<file path="config.mk">
export PLATFORM = sky130hd
export DESIGN_NAME = sfu_v2
export DESIGN_NICKNAME = d
export VERILOG_FILES = /design/src/rtl/sfu_v2.sv
export SDC_FILE = /design/constraint.sdc
export NUM_CORES = 2
export LEC_CHECK = 0
export ABC_AREA = 0
export CAP_MARGIN = 20
export CORE_UTILIZATION = 46
export CTS_BUF_LIST = sky130_fd_sc_hd__clkbuf_4 sky130_fd_sc_hd__clkbuf_8
export DETAILED_ROUTE_END_ITERATION = 12
export GPL_TIMING_DRIVEN = 1
export HOLD_SLACK_MARGIN = 0.02
export SYNTH_ARGS = -nofsm -noshare
export SYNTH_HDL_FRONTEND = slang
export SYNTH_SLANG_ARGS = --single-unit
</file>
<file path="constraint.sdc">
create_clock -name clk -period 79.6 [get_ports clk]
set_input_delay 11.94 -clock clk [delete_from_list [all_inputs] [get_ports clk]]
set_output_delay 11.94 -clock clk [all_outputs]
set_load 0.03 [all_outputs]
</file>
<file path="src/rtl/sfu_v2.sv">
// Special-function unit: per-lane psum accumulation (WS) or pass-through (OS), optional ReLU.
// Define SFU_SAT_EN to saturate the WS lane add on signed overflow instead of wrapping.
module sfu_v2 #(
  parameter int psum_bw = 16,
  parameter int col     = 8,
  parameter int depth   = 16,
  parameter int addr_w  = 4
) (
  input  logic                     clk,
  input  logic                     reset,
  input  logic                     mode_i,
  input  logic                     relu_en_i,
  input  logic                     in_valid_i,
  input  logic                     in_first_i,
  input  logic                     in_last_i,
  input  logic [addr_w-1:0]        in_addr_i,
  input  logic                     clear_i,
  input  logic [col*psum_bw-1:0]   psum_in,
  output logic                     out_valid_o,
  output logic [addr_w-1:0]        out_addr_o,
  output logic [col*psum_bw-1:0]   psum_out,
  output logic [col-1:0]           ovf_o
);

  localparam logic [addr_w:0] depth_lim = (addr_w+1)'(depth);

  logic [col*psum_bw-1:0] acc [depth];
  logic [col*psum_bw-1:0] acc_rd;
  logic [col*psum_bw-1:0] sum_vec;
  logic [col*psum_bw-1:0] res_vec;
  logic [col-1:0]         ovf_vec;
  logic                   addr_ok;
  logic                   beat;
  logic                   ws_beat;
  logic                   emit;

  // Clear wins over a coincident beat; out-of-range addresses are ignored entirely.
  assign addr_ok = {1'b0, in_addr_i} < depth_lim;
  assign beat    = in_valid_i && addr_ok && !clear_i;
  assign ws_beat = beat && !mode_i;
  assign emit    = beat && (mode_i || in_last_i);
  assign acc_rd  = acc[in_addr_i];

  for (genvar k = 0; k < col; k++) begin : g_lane
    logic [psum_bw-1:0] base_l;
    logic [psum_bw-1:0] in_l;
    logic [psum_bw-1:0] raw_l;
    logic [psum_bw-1:0] sum_l;
    logic [psum_bw-1:0] sel_l;
    logic               ovf_l;

    assign in_l   = psum_in[k*psum_bw +: psum_bw];
    assign base_l = in_first_i ? '0 : acc_rd[k*psum_bw +: psum_bw];
    assign raw_l  = base_l + in_l;
    assign ovf_l  = (base_l[psum_bw-1] == in_l[psum_bw-1]) &&
                    (raw_l[psum_bw-1] != base_l[psum_bw-1]);
`ifdef SFU_SAT_EN
    localparam logic [psum_bw-1:0] sat_max = {1'b0, {(psum_bw-1){1'b1}}};
    localparam logic [psum_bw-1:0] sat_min = {1'b1, {(psum_bw-1){1'b0}}};
    assign sum_l  = ovf_l ? (base_l[psum_bw-1] ? sat_min : sat_max) : raw_l;
`else
    assign sum_l  = raw_l;
`endif
    assign sel_l  = mode_i ? in_l : sum_l;
    assign sum_vec[k*psum_bw +: psum_bw] = sum_l;
    assign res_vec[k*psum_bw +: psum_bw] = (relu_en_i && sel_l[psum_bw-1]) ? '0 : sel_l;
    assign ovf_vec[k] = ovf_l;
  end

  // A final WS beat leaves its entry zeroed, ready for the next tile.
  always_ff @(posedge clk or posedge reset) begin
    if (reset) begin
      for (int i = 0; i < depth; i++) acc[i] <= '0;
    end else if (clear_i) begin
      for (int i = 0; i < depth; i++) acc[i] <= '0;
    end else if (ws_beat) begin
      acc[in_addr_i] <= in_last_i ? '0 : sum_vec;
    end
  end

  always_ff @(posedge clk or posedge reset) begin
    if (reset) begin
      out_valid_o <= 1'b0;
      out_addr_o  <= '0;
      psum_out    <= '0;
      ovf_o       <= '0;
    end else if (clear_i) begin
      out_valid_o <= 1'b0;
      ovf_o       <= '0;
    end else begin
      out_valid_o <= emit;
      if (emit) begin
        out_addr_o <= in_addr_i;
        psum_out   <= res_vec;
      end
      if (ws_beat) ovf_o <= ovf_o | ovf_vec;
    end
  end

endmodule

</file>
==> results summary <==
STA classifies the critical path startpoint as a primary input. The number of buffers on the longest clock path is 4. The slowest stage of the critical path belongs to the cell sky130_fd_sc_hd__a21oi_2.

In the synthesized netlist, the cells that appear most often are sky130_fd_sc_hd__dfrtp_1 (2,189), sky130_fd_sc_hd__o21ai_0 (1,390), sky130_fd_sc_hd__nand3b_1 (928), sky130_fd_sc_hd__a22o_1 (685), sky130_fd_sc_hd__clkbuf_1 (678). The total routing resource utilization after global routing is 31.5%. The number of cells upsized or downsized after cts is 0. The analysis attributes to cell leakage a power of 51.7 nW. The detailed-route wire length per cell is 30.1 µm. The post-synthesis share of cell area spent on full adders, half adders and majority gates is 1.58%. The kind of critical path is in -> reg.

The number of buffers added for setup after CTS is 0. The part of the total power dissipated in combinational logic is 9.6%. The clock sink total came out at 2,189.

The number of port buffers is 280. The instance count of the mapped netlist is 8,724. The sum of net half-perimeters after detailed placement came out at 203,000 µm. The worst-skew pair later-pin latency is 1120 ps.

The tightest min-delay check is of the reg -> reg type. The number of endpoints with negative hold slack in the final report is 0. The routed design could run at a clock period as short as 19,640 ps.

Summed over all instances, the cell type with the most area after synthesis is sky130_fd_sc_hd__dfrtp_1. Clock tree synthesis inserted a total of 391 buffers. The aggregate global routing overflow is 0. The power density over cell area is 21.3 mW/mm².

During synthesis, Yosys emitted a total of 0 warnings. The share of total power dissipated in sequential elements is 45.4%. The count of nets left with antenna violations once routing finished came out at 0.

The largest net degree at the start of global routing is 306. The number of antenna violations at the first check in global routing came out at 19. The number of H-tree levels is 5. The synthesized netlist devotes 15.6% of its cell area to compound gates. After synthesis, flip-flops and latches occupy 52.2% of the total area. The setup clock skew after layout is 48.6 ps. For this run, the detailed router's first-pass iteration total came to 6. For this run, the leading register cell type out of synthesis is sky130_fd_sc_hd__dfrtp_1. In this design, the stage delay of the slowest critical-path cell is 830 ps. In the final timing run, aggregate negative setup slack is 0 ps. Counting flops with an async set or reset pin after synthesis yields a share of 100%.

The placed instance count is 11,299. The clock share of power is 45.0%. The final weighted congestion in routability-driven placement is 0.848.

The vias after detailed routing is 78,327. The quantity of hold-fixing buffers added after cts is 0. The number of non-filler instances in the completed layout is 11,992. The final setup violation count came out at 0. The net count of the mapped netlist is 8,992. The total number of placement rows is 175. The main combinational cell family by area after synthesis is compound AO/OA/AOI/OAI gates. The number of ports placed on the die boundary came out at 281. The run finished with clean final reports.

The horizontal die dimension came out at 480 µm. The cell sitting at the root of the clock tree is a sky130_fd_sc_hd__clkbuf_8. The mean number of vias per cell is 6.53.

Measured against its own limit, the worst slew margin works out to 9.73%. The final layout contains 8,959 nets. The share of layout cells above drive strength 1 came out at 18.7%. The final core utilization came out at 52.2%. After Yosys synthesis, XOR and XNOR cells account for 1.06% of the synthesized area. Counting distinct cell types in the post-synthesis netlist gives 77. The number of design-rule violations left by the first detailed-router iteration is 9,074. The clock tree from TritonCTS is done.

The number of flops mapped to enable cells by yosys came out at 0. The full die area is 0.230 mm². The share of the synthesized area in the top cell type came out at 52.2%. The internal cell power came out at 0.00186 W. The area of the core is 0.227 mm². In this run the power spent charging and discharging nets is 0.000667 W.

The critical path goes through buf_8, buf_4, buf_12, buf_4, buf_4, buf_4, mux4_2, mux4_2, nor2b_1, ha_1, a21o_1, a21o_1, a221oi_2, a211o_1, nand4_1, a21o_1, a21oi_2, nor3_1. The tool flagged a number of max-cap violations equal to 0. The average instance in the mapped netlist occupies 12.0 µm². The initial utilization of the core area, before any placement, comes to 46.3%.

The fraction of the cycle the final worst path needs came out at 24.7%. At the pin with the least slew margin, the transition time is 1350 ps. The via count of the first global-routing pass came to 78,526. The number of slew-limit violations in the final report is 0. The worst-case vdd ir drop is 0.0135 mV. The clock transition at the registers of the reported paths came out at 60 ps. The portion of netlist area occupied by mux cells came out at 14.2%. For the worst setup path, the data arrival time is 20,560 ps. The number of synthesized register bits is 2,189. Counting stages on the worst path, the most repeated cell is sky130_fd_sc_hd__buf_4. The area fraction in and, or, nand and nor cells after synthesis is 11.7%. In this run switching power makes up 26.4% of total power. Summing every instance area after synthesis gives 0.105 mm².

Setup repair after global routing left no endpoint under its margin. By area the synthesized netlist is led by sky130_fd_sc_hd__dfrtp_1 (52%), sky130_fd_sc_hd__mux4_2 (14%), sky130_fd_sc_hd__nand3b_1 (6.6%). For this run, design rule violations remaining after detail routing come to 0. The final worst hold slack is 474 ps. The worst-path maximum fanout is 91. The final wirelength came out at 361,000 µm. The required time reported for the critical path endpoint came out at 80,520 ps. The first global-routing pass estimated 538,000 µm of wire. STA classifies the critical path endpoint as a register. From synthesis to final layout, the design area changed by 12.9%. The die span in y came out at 480 µm.

sky130_fd_sc_hd__dfrtp_1 is the most common cell in the netlist. Based on the critical path, the design can be clocked at up to 50.9 MHz.
-- metal layers --
layer  GRT usage [%]  vias to the layer above  share of wire [%]
met1            45.0                    40973                 42
met2            47.0                     4220                 45
met5               0                        -             0.0064
met3            7.49                      811                 10
met4            11.0                        6                3.7
li1                -                    32317                  -
-- critical path, delay by kind of cell --
kind | cells | cell delay (ps)
buffers and inverters | 6 | 4270
multiplexers | 2 | 1120
AND/OR/NAND/NOR | 3 | 450
adder cells (fa/ha/maj) | 1 | 320
AO/OA/AOI/OAI | 6 | 2240
-- kinds of logic (layout without fill, tap and decap cells) --
family / after synthesis / count (layout)
AO/OA/AOI/OAI: 2530 / 2530
XOR/XNOR: 116 / 116
adder cells (fa/ha/maj): 128 / 128
buffers and inverters: 954 / 1203
flip-flops: 2189 / 2189
multiplexers: 693 / 693
other: 0 / 10
AND/OR/NAND/NOR: 2114 / 2114
-- registers in the layout, indices dropped and copies added (netlist names) --
register     cells
acc           2048
ovf_o            8
psum_out       128
out_addr_o       4
out_valid_o      1
-- metrics by stage --
| stage | setup slack, ps | instance area (µm²) | power [W] |
|---|---|---|---|
| final | 59960 | 119000 | 0.00253 |
| after global routing | 59380 | 119000 | 0.00260 |
| after CTS | 59870 | 118000 | 0.00254 |
| after detailed placement | 58720 | 110000 | 0.00141 |
| after global placement | 58670 | 110000 | 0.00140 |
| after floorplan | 5810 | 105000 | 0.00131 |
-- area by class of cell --
class                   instances  area (µm²)
clock buffers                 608        7710
well taps                    3009        3760
clock inverters                67         662
multi-input cells            5581       46800
diodes                         10        25.0
fillers                     19443      108000
flip-flops and latches       2189       54800
inverters                      37         159
repair buffers                491        4700
-- final timing paths --
kind / cells after the start / to / slack [ps] / start
worst max-delay path: 18 / psum_out[77] / 59960 / in_addr_i[0]
worst max register to register: 13 / psum_out[46] / 74550 / acc[160]
min in group asynchronous: 2 / acc[1747] / 11350 / reset
worst min register to register: 2 / acc[561] / 470 / acc[561]
worst min-delay path: 2 / acc[561] / 470 / acc[561]
max in group asynchronous: 6 / acc[949] / 64450 / reset
-- cell usage in the layout (no fill, tap or decap), drive strengths merged, types with 31 or more instances in the layout --
master and n:
a211oi 77, a21o 77, a21oi 140, a22o 685, a311oi 43, buf 218
clkbuf 609, clkdlybuf4s50 272, clkinv 46, dfrtp 2189, ha 120, inv 40
mux2i 57, mux4 632, nand2 652, nand2b 62, nand3b 928, nor2 175
nor2b 131, nor3 31, o21ai 1391, xnor2 86
-- power groups by stage --
stage,logic [W],registers [W],clock network [W]
finish,0.000243,0.00115,0.00114
global route,0.000256,0.00115,0.00120
CTS,0.000241,0.00115,0.00115
detailed placement,0.000240,0.00117,0
global placement,0.000238,0.00117,0
floorplan,0.000119,0.00119,0
Power figures use the tool's default switching activity.
